===== src/rtl/instr_fetch.sv =====
`default_nettype none
// ============================================================================
//  Module      : instr_fetch
//  Description : Fetch stage feeding the decode/control unit. Owns the PC,
//                issues in-order word reads to instruction memory over a
//                valid/ready request channel, accepts in-order responses,
//                buffers them in a small queue and presents {Instr, instr_pc}
//                to decode with a valid/ready handshake. A redirect pulse
//                from decode (PCsrc) flushes the queue, discards responses
//                still in flight and restarts fetching at the new target.
//
//  Parameters  : RESET_PC  - PC loaded on reset (bits [1:0] must be 0)
//                QDEPTH    - instruction queue entries (power of 2, >= 2)
//                MAX_OUTST - max imem requests in flight
//
//  Ports       : clk, rst_n (async assert, active low)
//                imem_req_valid/imem_req_ready/imem_addr  - fetch request
//                imem_rsp_valid/imem_rdata                - in-order response
//                redirect/redirect_target                 - PC redirect
//                instr_valid/instr_ready/Instr/instr_pc   - to decode
//
//  Build macro : FETCH_BYPASS_EN - when defined, a response arriving while
//                the queue is empty and nothing is being dropped is forwarded
//                combinationally to decode in the same cycle (stored only if
//                decode stalls). When undefined, every word goes through the
//                queue and the decode-side outputs come from registers.
//
//  Revision    : 1.0 - initial release
// ============================================================================
module instr_fetch #(
    parameter logic [31:0] RESET_PC  = 32'h0000_0000,
    parameter int          QDEPTH    = 2,
    parameter int          MAX_OUTST = 2
) (
    input  logic        clk,
    input  logic        rst_n,
    output logic        imem_req_valid,
    input  logic        imem_req_ready,
    output logic [31:0] imem_addr,
    input  logic        imem_rsp_valid,
    input  logic [31:0] imem_rdata,
    input  logic        redirect,
    input  logic [31:0] redirect_target,
    output logic        instr_valid,
    input  logic        instr_ready,
    output logic [31:0] Instr,
    output logic [31:0] instr_pc
);

    localparam int          c_PW  = $clog2(QDEPTH);
    localparam int          c_CW  = $clog2(QDEPTH) + 1;
    localparam int          c_OW  = $clog2(MAX_OUTST + 1);
    localparam logic [31:0] c_NOP = 32'h0000_0013;

    // Sticky state
    logic [31:0]     r_fetch_pc;   // address of the next request to issue
    logic [31:0]     r_rsp_pc;     // PC belonging to the next kept response
    logic [c_OW-1:0] r_outst;      // requests accepted, response pending
    logic [c_OW-1:0] r_drop;       // pending responses that are stale
    logic [c_PW-1:0] r_rd_ptr;
    logic [c_PW-1:0] r_wr_ptr;
    logic [c_CW-1:0] r_count;
    logic [31:0]     r_q_instr [QDEPTH];
    logic [31:0]     r_q_pc    [QDEPTH];

    logic [31:0]     w_target;
    logic [31:0]     w_occupancy;
    logic            w_q_empty;
    logic            w_accept;
    logic            w_keep;
    logic            w_push;
    logic            w_pop;
    logic [c_OW-1:0] w_outst_next;
`ifdef FETCH_BYPASS_EN
    logic            w_bypass;
`endif

    always_comb begin
        w_target    = redirect_target & 32'hFFFF_FFFC;
        // Every in-flight request already owns a queue slot, so a response
        // can always be pushed without checking for space.
        w_occupancy = 32'(r_count) + 32'(r_outst);
        w_q_empty   = (r_count == '0);

        imem_req_valid = rst_n && !redirect
                      && (32'(r_outst) < 32'(MAX_OUTST))
                      && (w_occupancy < 32'(QDEPTH));
        imem_addr      = r_fetch_pc;

        w_accept     = imem_req_valid && imem_req_ready;
        // A response coinciding with a redirect is stale and never kept.
        w_keep       = rst_n && imem_rsp_valid && !redirect && (r_drop == '0);
        w_pop        = !w_q_empty && instr_ready;
        w_outst_next = r_outst + c_OW'(w_accept) - c_OW'(imem_rsp_valid);

`ifdef FETCH_BYPASS_EN
        w_bypass    = w_keep && w_q_empty;
        w_push      = w_keep && !(w_bypass && instr_ready);
        instr_valid = !w_q_empty || w_bypass;
        Instr       = w_bypass ? imem_rdata : r_q_instr[r_rd_ptr];
        instr_pc    = w_bypass ? r_rsp_pc   : r_q_pc[r_rd_ptr];
`else
        w_push      = w_keep;
        instr_valid = !w_q_empty;
        Instr       = r_q_instr[r_rd_ptr];
        instr_pc    = r_q_pc[r_rd_ptr];
`endif
    end

    always_ff @(posedge clk or negedge rst_n) begin
        if (!rst_n) begin
            r_fetch_pc <= RESET_PC;
            r_rsp_pc   <= RESET_PC;
            r_outst    <= '0;
            r_drop     <= '0;
            r_rd_ptr   <= '0;
            r_wr_ptr   <= '0;
            r_count    <= '0;
            // Head entry doubles as the idle output, so it resets to a NOP.
            for (int i = 0; i < QDEPTH; i++) begin
                r_q_instr[i] <= c_NOP;
                r_q_pc[i]    <= RESET_PC;
            end
        end else begin
            r_outst <= w_outst_next;
            if (redirect) begin
                // Everything still in flight after this cycle's updates is
                // stale, including anything already marked for dropping.
                r_drop     <= w_outst_next;
                r_fetch_pc <= w_target;
                r_rsp_pc   <= w_target;
                r_count    <= '0;
                r_rd_ptr   <= '0;
                r_wr_ptr   <= '0;
            end else begin
                if (w_accept) begin
                    r_fetch_pc <= r_fetch_pc + 32'd4;
                end
                if (imem_rsp_valid) begin
                    if (r_drop != '0) begin
                        r_drop <= r_drop - c_OW'(1);
                    end else begin
                        r_rsp_pc <= r_rsp_pc + 32'd4;
                    end
                end
                if (w_push) begin
                    r_q_instr[r_wr_ptr] <= imem_rdata;
                    r_q_pc[r_wr_ptr]    <= r_rsp_pc;
                    r_wr_ptr            <= r_wr_ptr + c_PW'(1);
                end
                if (w_pop) begin
                    r_rd_ptr <= r_rd_ptr + c_PW'(1);
                end
                r_count <= r_count + c_CW'(w_push) - c_CW'(w_pop);
            end
        end
    end

endmodule
`default_nettype wire


===== config.mk =====
export PLATFORM = sky130hd
export DESIGN_NAME = instr_fetch
export DESIGN_NICKNAME = d
export VERILOG_FILES = /design/src/rtl/instr_fetch.sv
export SDC_FILE = /design/constraint.sdc
export NUM_CORES = 1
export LEC_CHECK = 0
export BUFFER_PORTS_ARGS = -buffer_cell sky130_fd_sc_hd__buf_2
export CORE_MARGIN = 3
export CORE_UTILIZATION = 60
export CTS_CLUSTER_DIAMETER = 150
export CTS_CLUSTER_SIZE = 20
export DETAILED_ROUTE_END_ITERATION = 10
export GPL_ROUTABILITY_DRIVEN = 0
export PLACE_DENSITY = 0.85
export SYNTH_ARGS = -nofsm -noshare
export SYNTH_HDL_FRONTEND = slang
export SYNTH_SLANG_ARGS = --single-unit

===== constraint.sdc =====
create_clock -name clk -period 8.83 [get_ports clk]
set_input_delay 0.4415 -clock clk [delete_from_list [all_inputs] [get_ports clk]]
set_output_delay 0.4415 -clock clk [all_outputs]
set_load 0.01 [all_outputs]

Word level (Yosys, flattened, before mapping) --
Cells that the tools add are included.
Storage, ports and cells: output and inout port bits 98, bits in registers 200
Operators by class: reduce and logical (&&, ||, !) cells 22, multiplexer cells 23, add/sub/neg operators 10, equal/unequal tests 1, magnitude comparators 5, bitwise logic cells 3
Operator list (number):
- $mux 32 | 12
- $bwmux 64 | 2
- $add 32x3->32 const B | 2
- $demux 32 s1 | 1
- $reduce_bool 2->1 | 6
- $logic_and 1x1->1 | 9
- $mux 2 | 4
- $reduce_and 2->1 | 3
- $add 2x1->2 | 2
- $ge 2x2->1 const B | 2
- $logic_not 2->1 | 2
- $mux 1 | 4
- $not 1->2 | 2
- $sub 2x1->2 | 2
- $add 2x2->3 | 1
- $lt 3x2->1 const B | 1
- $add 1x1->1 const B | 2
- $logic_not 1->1 | 2
- $lt 2x1->1 const B | 1
- $lt 2x2->1 const B | 1
- $ne 2x2->1 const B | 1
- $sub 2x1->2 const B | 1
- $not 1->1 | 1

Depth between registers and ports, before layout --
Gate-level depths: netlist of the first run.
depth after elaboration 8, gate-level depth with buffers 14, gate-level depth less buffers 12

Least setup slack after synthesis of the first run --
OpenSTA, ideal clock, no wires.
path type flip-flop to flip-flop, from reg r_outst[0], to reg r_drop[1], clock period less this slack 2.784 ns, stages on the path, launching flop included 15, data arrival time 2.650 ns, setup slack 6.046 ns, cell sequence dfrtp_1 > and2_1 > fa_1 > or2_4 > nor3_4 > inv_2 > buf_6 > buf_2 > ha_1 > inv_1 > ha_1 > xnor2_1 > xnor2_1 > nand2_1 > o21ai_0
Between the ends: longest elaborated chain between the ends 7, elaborated cells between the ends (all ways) 9, those cells by class 3 x add/sub; 2 x order compare; 1 x mux; 3 x reduce/logical
RTL lines:
- start: declaration | line 58 | logic [c_OW-1:0] r_outst;
- start signal: assignment | line 125 | r_outst <= w_outst_next;
- $add 2x2->3 / $lt 2x2->1 (equally long branches) | line 82, 86
- $lt 3x2->1 / $logic_and 1x1->1 (equally long branches) | line 87, 86
- $logic_and 1x1->1 | line 87 | && (w_occupancy < 32'(QDEPTH));
- $logic_and 1x1->1 | line 90 | w_accept = imem_req_valid && imem_req_ready;
- $add 2x1->2 * | line 94 | w_outst_next = r_outst + c_OW'(w_accept) - c_OW'(imem_rsp_valid);
- $sub 2x1->2 * | line 94
- net w_outst_next[1] | line 73 | logic [c_OW-1:0] w_outst_next;
- $mux 2 * | line 126 | if (redirect) begin
- end signal: assignment | line 129 | r_drop <= w_outst_next;
- end signal: assignment | line 141 | r_drop <= r_drop - c_OW'(1);
- end: declaration | line 59 | logic [c_OW-1:0] r_drop;
Mark *: on every way through the listed nets, which the timed path passes. The rest lies on a longest branch. A chain may end at the register's enable or synchronous reset.

Final worst setup path of the first run --
from reg r_count[0], to reg r_drop[1]
Between the ends: longest elaborated chain between the ends 7
RTL lines:
- start: declaration | line 62 | logic [c_CW-1:0] r_count;
- start signal: assignment | line 154 | r_count <= r_count + c_CW'(w_push) - c_CW'(w_pop);
- $add 2x2->3 | line 82 | w_occupancy = 32'(r_count) + 32'(r_outst);
- $lt 3x2->1 | line 87
- $logic_and 1x1->1 | line 87
- $logic_and 1x1->1 | line 90
- $add 2x1->2 | line 94
- $sub 2x1->2 | line 94
- net w_outst_next[1] | line 73
- $mux 2 | line 126
The timed path passes the listed nets, and every way through them passes these cells.

==> impl_metrics.json, run 1 <==
{
  "outcome": "finished, final reports clean",
  "ant_nets": 0,
  "dp_hpwl_mm": 13.4,
  "clk_pin_slew_ps": 70,
  "grt_pass1_wl_mm": 32.0,
  "syn_area_per_cell_um2": 12.6,
  "vias": 6261,
  "wl_mm": 19.9,
  "fin_worst_skew_ps": 10.6,
  "drt_first_pass_iters": 5,
  "critPathLaunchType": "flip-flop",
  "intPower_uw": 2070,
  "power.net_switching_uw": 888,
  "report.final.setup_viol": 0,
  "drive_gt1_share_pct": 46.1,
  "root_buffer": "clkbuf_16",
  "fin_crit_sh_pct": 37.3,
  "critical_path_arrival_ps": 3640,
  "crit_required_ps": 9180,
  "setup_slack_ps": 5540,
  "route.detailed.drc": 0,
  "fin_crit_ps": 3290,
  "cts_tree": "done",
  "worstMarginPinSlew_ps": 979,
  "synth_warnings": 0,
  "synth_edf_count": 0,
  "ys_types": 51,
  "area_delta_synth_final_pct": 16.2,
  "die_w_um": 130,
  "numCtsBuffers": 17,
  "relSlewSlack_pct": 34.6,
  "synth_area_leaders": "dfrtp_1, mux2_2, xor2_1",
  "routedWlPerCell_um": 18.4,
  "grt_pass1_vias": 6350,
  "netlist.area_leader.share_pct": 50.2,
  "path_buf_inv": 2,
  "routed_via_density": 5.80,
  "cts_buffer_depth": 2,
  "crit_path_max_fanout": 20,
  "nets": 962,
  "setup_tns_ps": 0,
  "pwr-share-clk_pct": 26.3,
  "p_seq_share_pct": 42.9,
  "postCtsSetupBuffers": 0,
  "cts.sinks": 192,
  "hold_path.class": "in2async",
  "core_area_um2": 14800,
  "final_cells": 1080,
  "fmax_mhz": 304,
  "yosysTopAreaCell": "dfrtp_1",
  "syn_area_um2": 9260,
  "grt_usage_pct": 24.1,
  "drt_iter0_markers": 327,
  "finalHoldViolCount": 0,
  "io_buffer_count": 161,
  "grt_overflow_total": 0,
  "cp-end-kind": "flip-flop",
  "antenna_found_initial": 1,
  "crit_family": "simple AND/OR/NAND/NOR gates",
  "fillCellCount": 996,
  "ys_seq_elements": 192,
  "pin_count": 168,
  "path_cells": "and2_1 -> fa_1 -> or2_4 -> nor3_4 -> inv_2 -> ha_1 -> inv_1 -> ha_1 -> xnor2_1 -> xnor2_1 -> nand2_1 -> o21ai_0",
  "drv_cap": 0,
  "utilization_pct": 72.7,
  "async_reset_ff_share_pct": 100,
  "cpMaxStageDelayCell": "nor3_4",
  "grt_start_max_net_pins": 87,
  "place_ws_ps": 5350,
  "dp_cells": 1049,
  "leakagePower_uw": 0.00503,
  "fp.dieArea_um2": 17000,
  "postCtsHoldBufs": 0,
  "criticalPathCategory": "reg2reg",
  "swShare_pct": 30.0,
  "synthCells": 733,
  "ctsHtreeMaxLevel": 4,
  "die_y_um": 130,
  "ir_drop_mv": 0.210,
  "synth_top_flop_cell": "dfrtp_1",
  "postCtsResizedCells": 0,
  "pwr-share-comb_pct": 30.8,
  "cpPeakStageDelay_ps": 500,
  "ys_seq_area_share_pct": 51.9,
  "timing.final.max_slew_violations": 0,
  "rsz0062_at_grt": "no",
  "start_util_pct": 62.6,
  "cellPowerDensity_nw_per_um2": 275,
  "clkLatencyLatePin_ps": 440,
  "row_count": 44
}
==> synthesized netlist by cell type (all sizes together), types with 2 or more instances <==
library cell	number
and2	6
mux2i	3
o311ai	4
clkbuf	11
o21ai	22
ha	7
nand2	48
nand3	19
nand2b	9
or2	2
xor2	34
buf	26
nor3	6
xnor2	20
dfstp	6
nor4	10
dfrtp	186
nor2	23
and3	14
a41oi	2
a21boi	13
and4	3
mux2	197
o211ai	5
inv	12
a31oi	3
nand4	21
a21oi	14
==> sequential cells by signal (all words and copies together) (netlist names) <==
signal / count
r_count: 2
r_rd_ptr: 1
r_wr_ptr: 1
r_rsp_pc: 30
imem_addr: 30
r_outst: 2
r_q_instr: 64
r_q_pc: 60
r_drop: 2
==> power by group through the flow <==
| stage | clock [uW] | combinational, uW | sequential [uW] |
|---|---|---|---|
| after floorplan | 0 | 635 | 1240 |
| after global placement | 0 | 894 | 1270 |
| after detailed placement | 0 | 913 | 1280 |
| after CTS | 788 | 923 | 1270 |
| after global routing | 826 | 999 | 1300 |
| final | 777 | 910 | 1270 |
==> layout by cell type (no fill, tap or decap), types with 14 or more instances in the layout <==
cell       synthesis  final
a21oi_1           14     14
o21ai_0           22     22
xnor2_1           20     20
xor2_1            34     34
buf_2             10    160
nor2_1            22     22
mux2_2           192    192
nand3_1           16     16
dfrtp_1          186    185
nand4_1           21     21
nand2_1           48     47
and3_1            14     14
clkbuf_16          0     17
==> metrics by stage <==
stage | total power (uW) | hold slack, ps | instance area [um^2]
floorplan | 1870 | 146 | 9280
global placement | 2160 | 458 | 10200
detailed placement | 2200 | 468 | 10200
CTS | 2980 | 74.3 | 10800
global route | 3120 | 93.9 | 10800
finish | 2960 | 49.4 | 10800
==> layer usage <==
layer | global-route usage [%] | vias to the layer above | wire, um | part of all wire [%]
li1 | - | 2915 | - | -
met1 | 31.2 | 3138 | 8340 | 42
met2 | 40.3 | 184 | 9800 | 49
met3 | 6.02 | 22 | 1430 | 7.2
met4 | 7.64 | 2 | 308 | 1.5
met5 | 0 | - | 13 | 0.065
==> final cells by class <==
cell class / instances / area, um^2 / area share, %
Clock buffer: 20 / 457 / 4.24
Sequential cell: 192 / 4810 / 44.7
Clock inverter: 10 / 136 / 1.27
Timing Repair Buffer: 166 / 852 / 7.92
Inverter: 12 / 45.0 / 0.418
Multi-Input combinational cell: 495 / 4230 / 39.3
Antenna cell: 1 / 2.50 / 0.0232
Tap cell: 184 / 230 / 2.14
==> cells by family after synthesis <==
kind of cell	share of synthesized area, %
other cells	0.0405
simple gates	10.6
xor+xnor	5.11
fa+ha+maj	1.16
compound gates	4.27
buf+inv	2.62
mux	24.3
flops	51.9
==> worst paths after layout <==
check | endpoint | start | slack, ps | depth (start not counted)
max | r_drop[1] | r_count[0] | 5540 | 12
min | r_q_instr[2] | rst_n | 50 | 1
max reg2reg | r_drop[1] | r_count[0] | 5540 | 12
min reg2reg | r_q_pc[63] | r_q_pc[63] | 480 | 1
max in group asynchronous | r_rd_ptr | rst_n | 6880 | 3
min in group clk | r_q_instr[63] | imem_rdata[31] | 250 | 2
Power figures use the tool's default switching activity.
==> run 2, diff against run 1 <==
- ABC_AREA: not set -> 1
- CORE_UTILIZATION: 60 -> 51
- PLACE_DENSITY: 0.85 -> 0.76
- clock period: 8.83 -> 2.7 ns (I/O delays scaled with it)
==> run 2 against run 1 <==
  * Clock-buffer cell count is 2 lower
  * Power grew to 3.4 times the previous value
  * Non-clock buffer count is 53 higher
  * Via count is 45% higher
  * Clock skew is 2.4 ps higher
  * Sequential power grew to 3.3 times the previous value
  * Synthesized area is 7.8% higher
  * Global-route usage is 0.058 points higher
  * First-iteration DRC count is 95% higher
  * Highest routed layer is now met4
==> impl_metrics.json, run 2 <==
{
  "outcome": "finished, final reports clean",
  "vias": 9092,
  "path_cells": "nand2_1 -> inv_1 -> fa_1 -> nor2_1 -> nand2_2 -> inv_2 -> nand2_2 -> ha_1 -> inv_1 -> ha_1 -> xnor2_1 -> nand2_1 -> a22oi_1 -> inv_1",
  "wl_mm": 25.3,
  "row_count": 50,
  "fmax_mhz": 418,
  "timing.final.max_slew_violations": 0,
  "crit_path_max_fanout": 3,
  "grt_usage_pct": 24.2,
  "rsz0062_at_grt": "no",
  "pwr-share-clk_pct": 26.4,
  "drt_first_pass_iters": 5,
  "pin_count": 168,
  "routed_via_density": 5.09,
  "synthCells": 1330,
  "async_reset_ff_share_pct": 100,
  "grt_pass1_vias": 8608,
  "ant_nets": 0,
  "clk_pin_slew_ps": 70,
  "area_delta_synth_final_pct": 20.5,
  "fin_crit_ps": 2390,
  "synth_most_common_cell": "nand2_1",
  "core_area_um2": 19000,
  "criticalPathCategory": "reg2reg",
  "placedInstanceArea_um2": 10900,
  "ys_types": 43,
  "swShare_pct": 35.8,
  "netlist.area_leader.share_pct": 46.6,
  "postCtsSetupBuffers": 0,
  "start_util_pct": 52.7,
  "ctsHtreeMaxLevel": 4,
  "ys_seq_area_share_pct": 48.2,
  "power.net_switching_uw": 3580,
  "critical_path_arrival_ps": 2720,
  "postCtsHoldBufs": 47,
  "critPathLaunchType": "flip-flop",
  "drt_iter0_markers": 638,
  "p_seq_share_pct": 42.4,
  "hold_path.class": "in2reg",
  "crit_required_ps": 3030,
  "postCtsResizedCells": 0,
  "drive_gt1_share_pct": 16.5,
  "cts.sinks": 192,
  "grt_overflow_total": 0,
  "synth_edf_count": 0,
  "syn_area_per_cell_um2": 7.51,
  "root_buffer": "clkbuf_16",
  "fin_worst_skew_ps": 13.1,
  "leakagePower_uw": 0.00622,
  "design_area_um2": 12000,
  "reg.largest.list": "r_q_instr: 64 flops, r_q_pc: 60 flops",
  "final_common_cell": "nand2_1",
  "synth_top_flop_cell": "dfrtp_1",
  "setup_tns_ps": 0,
  "antenna_cells": 0,
  "crit_top_cell": "inv_1",
  "cts_tree": "done",
  "yosysTopAreaCell": "dfrtp_1",
  "nets": 1590,
  "die_y_um": 146,
  "cp-end-kind": "flip-flop",
  "crit_family": "adder cells",
  "grt_start_max_net_pins": 152,
  "grt_pass1_wl_mm": 42.6,
  "largest-register": "r_q_instr",
  "die_w_um": 146,
  "cpPeakStageDelay_ps": 430,
  "dp_hpwl_mm": 16.6,
  "largest_reg_flops": 64,
  "intPower_uw": 6430,
  "clkLatencyLatePin_ps": 430,
  "cellPowerDensity_nw_per_um2": 832,
  "fin_crit_sh_pct": 88.6,
  "finalHoldViolCount": 0,
  "fp.dieArea_um2": 21300,
  "mostFrequentLayoutCells": "nand2_1, dfrtp_1, buf_2, inv_1, o21ai_0",
  "path_buf_inv": 4,
  "pwr-share-comb_pct": 31.2,
  "worstMarginPinSlew_ps": 792,
  "routedWlPerCell_um": 14.2,
  "synth_area_leaders": "dfrtp_1, nand2_1, o21ai_0",
  "ir_drop_mv": 0.433,
  "relSlewSlack_pct": 47.2,
  "cpMaxStageDelayCell": "fa_1",
  "cts_buffer_depth": 2,
  "io_buffer_count": 161,
  "antenna_found_initial": 0,
  "ys_seq_elements": 192,
  "syn_area_um2": 9990,
  "report.final.setup_viol": 0,
  "synth_warnings": 0,
  "numCtsBuffers": 17,
  "ys_top_cells_by_count": "nand2_1, dfrtp_1, inv_1",
  "route.detailed.drc": 0,
  "drv_cap": 0
}
==> run 2: cell count changes after synthesis, moves of 49 or more <==
cell | before | now
nand2_1 | 48 | 503
o21ai_1 | 0 | 58
inv_1 | 10 | 136
o21ai_0 | 22 | 102
mux2_2 | 192 | 0
nor2_1 | 22 | 71
nand3_1 | 16 | 73
==> run 2: worst paths after layout <==
path / cells past startpoint / to / startpoint / slack, ps
max in group asynchronous: 4 / r_q_instr[63] / rst_n / 1050
max: 14 / r_drop[1] / r_count[0] / 310
min reg2reg: 2 / r_q_instr[0] / r_q_instr[0] / 480
min: 3 / imem_addr[21] / redirect_target[21] / 20
min in group asynchronous: 3 / r_wr_ptr / rst_n / 460
max reg2reg: 14 / r_drop[1] / r_count[0] / 310
==> run 2: layout make-up <==
type,instances,area [um^2]
Sequential cell,192,4810
Clock inverter,14,179
Inverter,141,531
Multi-Input combinational cell,941,4330
Timing Repair Buffer,219,1420
Tap cell,260,325
Clock buffer,18,439
Fill cell,1685,6920
==> run 2: metrics by stage <==
stage	hold slack, ps	utilization [%]	instances	setup slack [ps]	power [uW]
after floorplan	-161	-	1333	434	6160
after global placement	303	57.7	1706	338	7250
after detailed placement	309	57.7	1706	308	7360
after CTS	0.175	63.5	1785	290	10100
after global routing	16.8	63.5	1785	135	10800
final	20.1	63.5	1785	309	10000
==> run 2: worst min-delay path, cell delays in order <==
cell and delay, ps:
buf_2 80, nand2_1 100, nand3_1 100
==> run 2: logic make-up after synthesis <==
group                      count (synthesis)  share of synthesized area, %
and+or+nand+nor                          698                          29.1
AOI/OAI and AO/OA                        217                          11.7
buffers and inverters                    200                          8.62
DFF                                      192                          48.2
xor gates and xnor gates                  14                          1.23
adders and majority gates                  8                          1.08
other                                      1                        0.0375
==> run 2: power groups by stage <==
stage / clock network [uW] / logic [uW] / registers [uW]
floorplan: 0 / 1980 / 4180
global placement: 0 / 3020 / 4230
detailed placement: 0 / 3090 / 4270
CTS: 2700 / 3150 / 4230
global route: 2840 / 3590 / 4350
finish: 2640 / 3130 / 4240
==> run 2: routing by layer <==
| metal | routed length (um) | part of all wire [%] | up-vias | GRT usage, % |
|---|---|---|---|---|
| met4 | 495 | 2.0 | 0 | 7.26 |
| met3 | 1770 | 7.0 | 36 | 4.24 |
| met2 | 11500 | 45 | 326 | 38.1 |
| li1 | - | - | 4561 | - |
| met1 | 11600 | 46 | 4169 | 34.5 |
| met5 | 0 | 0 | - | 0 |
